### src/rtl/fifo_wr_arbiter.sv
// Round-robin arbiter that funnels NUM_SRC AXI-Stream sources into one FIFO write port.
// A grant lasts until end of packet or MAX_BURST beats; every grant is decided from IDLE.
module fifo_wr_arbiter #(
    parameter int DATA_WIDTH = 8,
    parameter int NUM_SRC    = 4,
    parameter int MAX_BURST  = 16
) (
    input  logic                          clk,
    input  logic                          reset,
    input  logic [NUM_SRC*DATA_WIDTH-1:0] s_axis_data,
    input  logic [NUM_SRC-1:0]            s_axis_valid,
    input  logic [NUM_SRC-1:0]            s_axis_last,
    output logic [NUM_SRC-1:0]            s_axis_ready,
    output logic [DATA_WIDTH-1:0]         m_axis_data,
    output logic                          m_axis_valid,
    output logic                          m_axis_last,
    input  logic                          m_axis_ready,
    input  logic                          full,
    output logic                          wr_en,
    output logic [$clog2(NUM_SRC)-1:0]    grant_id,
    output logic                          busy
);
    localparam int                GID_W = $clog2(NUM_SRC);
    localparam int                CNT_W = $clog2(MAX_BURST) + 1;
    localparam logic [CNT_W-1:0]  CAP   = CNT_W'(MAX_BURST - 1);

    typedef enum logic {IDLE, GRANT} state_t;

    state_t            r_state, w_state_next;
    logic [GID_W-1:0]  r_grant_id, r_last_grant, w_next_grant;
    logic [CNT_W-1:0]  r_beat_cnt;
    logic [DATA_WIDTH-1:0] w_lane_data;
    logic              w_lane_valid, w_lane_last;
    logic              w_any_req, w_link_ok, w_transfer, w_release;

    assign w_any_req  = |s_axis_valid;
    assign w_link_ok  = m_axis_ready && !full;
    assign w_transfer = (r_state == GRANT) && w_lane_valid && w_link_ok;
    assign w_release  = w_transfer && (w_lane_last || r_beat_cnt == CAP);
    assign wr_en      = w_transfer;
    assign grant_id   = r_grant_id;

    // Walk offsets from farthest to nearest so the nearest requester after last_grant wins.
    always_comb begin
        logic [GID_W-1:0] w_idx;
        // NOTE: every always_comb output gets a default first so no path can infer a latch.
        w_next_grant = '0;
        w_idx        = '0;
        for (int k = NUM_SRC; k >= 1; k--) begin
            w_idx = GID_W'((int'(r_last_grant) + k) % NUM_SRC);
            if (s_axis_valid[w_idx]) w_next_grant = w_idx;
        end
    end

    always_comb begin
        w_lane_data  = '0;
        w_lane_valid = 1'b0;
        w_lane_last  = 1'b0;
        for (int i = 0; i < NUM_SRC; i++) begin
            if (r_grant_id == GID_W'(i)) begin
                w_lane_data  = s_axis_data[i*DATA_WIDTH +: DATA_WIDTH];
                w_lane_valid = s_axis_valid[i];
                w_lane_last  = s_axis_last[i];
            end
        end
    end

    // NOTE: sequential state uses non-blocking assignments only, with the async reset first.
    always_ff @(posedge clk or negedge reset) begin
        if (!reset) r_state <= IDLE;
        else        r_state <= w_state_next;
    end

    always_comb begin
        w_state_next = r_state;
        case (r_state)
            IDLE:    if (w_any_req) w_state_next = GRANT;
            GRANT:   if (w_release) w_state_next = IDLE;
            default: w_state_next = IDLE;
        endcase
    end

    always_comb begin
        m_axis_data  = '0;
        m_axis_valid = 1'b0;
        m_axis_last  = 1'b0;
        s_axis_ready = '0;
        busy         = 1'b0;
        if (r_state == GRANT) begin
            busy         = 1'b1;
            m_axis_data  = w_lane_data;
            m_axis_valid = w_lane_valid;
            m_axis_last  = w_lane_last;
            for (int i = 0; i < NUM_SRC; i++)
                s_axis_ready[i] = (r_grant_id == GID_W'(i)) && w_link_ok;
        end
    end

    // Grant bookkeeping: stalls leave everything untouched because no transfer happens.
    always_ff @(posedge clk or negedge reset) begin
        if (!reset) begin
            r_grant_id   <= '0;
            r_last_grant <= GID_W'(NUM_SRC - 1);
            r_beat_cnt   <= '0;
        end else if (r_state == IDLE) begin
            if (w_any_req) begin
                r_grant_id <= w_next_grant;
                r_beat_cnt <= '0;
            end
        end else if (w_transfer) begin
            r_beat_cnt <= r_beat_cnt + 1'b1;
            if (w_release) r_last_grant <= r_grant_id;
        end
    end

endmodule

### config.mk
export PLATFORM = sky130hd
export DESIGN_NAME = fifo_wr_arbiter
export DESIGN_NICKNAME = d
export VERILOG_FILES = /design/src/rtl/fifo_wr_arbiter.sv
export SDC_FILE = /design/constraint.sdc
export NUM_CORES = 1
export LEC_CHECK = 0
export CAP_MARGIN = 20
export CORE_ASPECT_RATIO = 2
export CORE_UTILIZATION = 30
export CTS_BUF_LIST = sky130_fd_sc_hd__clkbuf_8
export DETAILED_ROUTE_END_ITERATION = 7
export GPL_ROUTABILITY_DRIVEN = 0
export HOLD_SLACK_MARGIN = 0.15
export PLACE_DENSITY = 0.79
export SKIP_LAST_GASP = 1
export SYNTH_ARGS = -nofsm -noshare
export SYNTH_HDL_FRONTEND = slang
export SYNTH_SLANG_ARGS = --single-unit
### constraint.sdc
create_clock -name clk -period 1.8 [get_ports clk]
set_input_delay 0.18 -clock clk [delete_from_list [all_inputs] [get_ports clk]]
set_output_delay 0.18 -clock clk [all_outputs]
set_load 0.01 [all_outputs]
==> metrics.txt <==
status finished with violations; failing checks setup timing; initial drt markers 28; CTS tree yes; Die Y-Extent 79.8 µm; area delta synth->final 97.8%; vias in the first global route 1096; Final Skew 0.00445 ns; Post-CTS Hold Buffers 0; endpoints failing hold 0; drt drc 0; max incr delay on CP 0.52 ns; Final setup viols 9; Worst-path clk slew 0.05 ns; CP Buf/Inv Count 4; DPL Wire Length 2550 µm; synth warn 0; root buf cell clkbuf_8; placed cells 184; Critical Path, Cell by Cell buf_6, mux4_2, buf_6, nand2_4, inv_4, buf_6, o21ai_4, mux2_4; First-pass DRT Iterations 4; Std-Cell Rows 27; Cell Count, Final, Fillers Out 196; CP Capture Type flop; Worst Path Arrival 2.03 ns; layout cells sized above 1 38.3%; port buffer count 61; CP max stage cell mux4_2; number of distinct library cells after synthesis 31; Overflow after GRT 0; post-route ant nets 0; via count 1052; CORE AREA 2800 µm²; synthesized instance count 85; critical path's top delay family multiplexers; Slew Viols, Final 0; CP max FO 4; Wirelength per Cell 17.1 µm; leakage 0.824 nW; Die ar. 3260 µm²; post-synthesis async set-or-reset flop share 100%; top_reg_cell synth dfrtp_1; Final nets 214; Peak VDD IR 0.730 mV; Worst-Skew Late Latency 0.23 ns; sequential-to-total area share from yosys stat 27.9%; first-pass GRT wire length 4970 µm; CTS buffer count 3; final worst slack -0.0722 ns; reg2reg start grant_id[0]$_DFFE_PN0P_; area of the mapped netlist 907 µm²; reg-to-reg slack, setup -0.07 ns; Sink Count 10; synthesized area per cell 10.7 µm²; total power 0.00238 W; Slew HR 68.6%; RSZ-0062 raised after global routing yes; # IOs 62; Worst-Margin Slew 0.470 ns; Yosys reg bits 10; Startpoint Class flop; Worst Path Required 1.95 ns; diode count 0; clock buffer depth 2; EDFF count, synth 0; Vias/cell 5.37; Crit. Startpoint grant_id[0]$_DFFE_PN0P_; worst setup path class flop to flop; Max-Cap Viols 0; worst r2r path cells 8; power per cell area 1320 nW/µm²; Post-Route WL 3340 µm; most frequent CP cell buf_6; Achievable Freq 534 MHz; GRT Util Overall 22.0%; Die Wd 40.9 µm; worst min path class primary input to async pin; syn nets 131; initial antenna violation count 0; Tcrit/Tclk final 104%; critical path depth 8; largest net degree at the start of global routing 16; htree depth 1; Tmin final 1.87 ns; Starting Density 32.4%
worst paths after layout:
path | endpoint
setup / recovery | r_last_grant[1]$_DFFE_PN1P_
hold / removal | grant_id[1]$_DFFE_PN0P_
setup reg to reg | r_last_grant[1]$_DFFE_PN1P_
hold reg to reg | r_beat_cnt[2]$_DFFE_PN0P_
max in group asynchronous | grant_id[0]$_DFFE_PN0P_
min in group clk | r_beat_cnt[2]$_DFFE_PN0P_
state kept, by name, summed over array words and instances (netlist names):
register and count:
r_beat_cnt 5, r_last_grant 2, r_state 1, grant_id 2
where the power goes:
| group | leakage, nW | internal (W) | switching, W |
|---|---|---|---|
| logic | 0.675 | 0.00110 | 0.000626 |
| clock network | 0.0269 | 0.000149 | 0.0000807 |
| registers | 0.121 | 0.000319 | 0.000104 |
| total | 0.824 | 0.00157 | 0.000810 |
metal layers:
metal  routed length, µm  vias up  track usage [%]
li1                    -      476                -
met1                1100      512             20.5
met2                1890       54             40.0
met3                 279       10             4.18
met4                  74        0             11.0
met5                   0        -                0
cell usage in the layout (no fill, tap or decap), drive strengths merged, types with 2 or more instances in the layout:
cell,Yosys,final
clkdlybuf4s50,0,46
buf,2,33
mux4,10,10
and2,10,10
nand2,9,9
dfrtp,8,8
nor2,5,5
inv,4,5
o21ai,5,5
dlygate4sd2,0,4
clkbuf,4,4
and3,3,3
a21oi,3,3
nand3,3,3
a21o,2,2
mux2i,2,2
mux2,2,2
ha,2,2
dfstp,2,2
synth_stat cells (all sizes together) (2+ instances only):
library cell	n	area [µm²]
nand2	9	41.3
clkbuf	4	15.0
and2	10	62.6
ha	2	25.0
dfstp	2	52.6
dfrtp	8	200
o21ai	5	36.3
and3	3	18.8
a21oi	3	15.0
mux4	10	240
inv	4	17.5
nor2	5	18.8
buf	2	16.3
mux2i	2	20.0
nand3	3	15.0
a21o	2	15.0
mux2	2	30.0
stage by stage:
step / setup WS [ns] / instance area (µm²) / setup TNS, ns / utilization (%) / hold slack (ns)
3_3_place_gp: -0.177 / 1660 / -1.42 / 59.2 / 0.480
4_1_cts: -0.146 / 1750 / -0.801 / 62.4 / 0.279
6_report: -0.0722 / 1790 / -0.362 / 64.0 / 0.272
2_1_floorplan: 0.101 / 907 / 0 / - / -0.116
5_1_grt: -0.131 / 1790 / -1.05 / 64.0 / 0.305
3_5_place_dp: -0.179 / 1660 / -1.74 / 59.2 / 0.506
final cells by class:
| cell class | instances | area (µm²) |
|---|---|---|
| clock buffer | 3 | 41.3 |
| inverter | 4 | 17.5 |
| fill | 224 | 1010 |
| clock inverter | 1 | 3.75 |
| tap | 29 | 36.3 |
| multi-input combinational | 65 | 613 |
| timing repair buffer | 84 | 828 |
| sequential | 10 | 254 |
logic make-up (layout without fill, tap and decap cells):
logic type / Yosys count / in the layout / share of synthesized area (%)
multiplexers: 14 / 14 / 32.0
XOR/XNOR: 1 / 1 / 0.966
flip-flops: 10 / 10 / 27.9
AO/OA/AOI/OAI: 15 / 15 / 11.3
adder cells (fa/ha/maj): 2 / 2 / 2.76
buffers and inverters: 10 / 92 / 5.38
AND/OR/NAND/NOR: 33 / 33 / 19.7
timing repair:
action | 4_1_cts | 5_1_grt
resized for setup | 57 | 22
pin swaps | 6 | 3
setup endpoints to repair | 18 | 15
buffers inserted | 7 | 2
cloned | 1 | 0
Power figures use the tool's default switching activity.
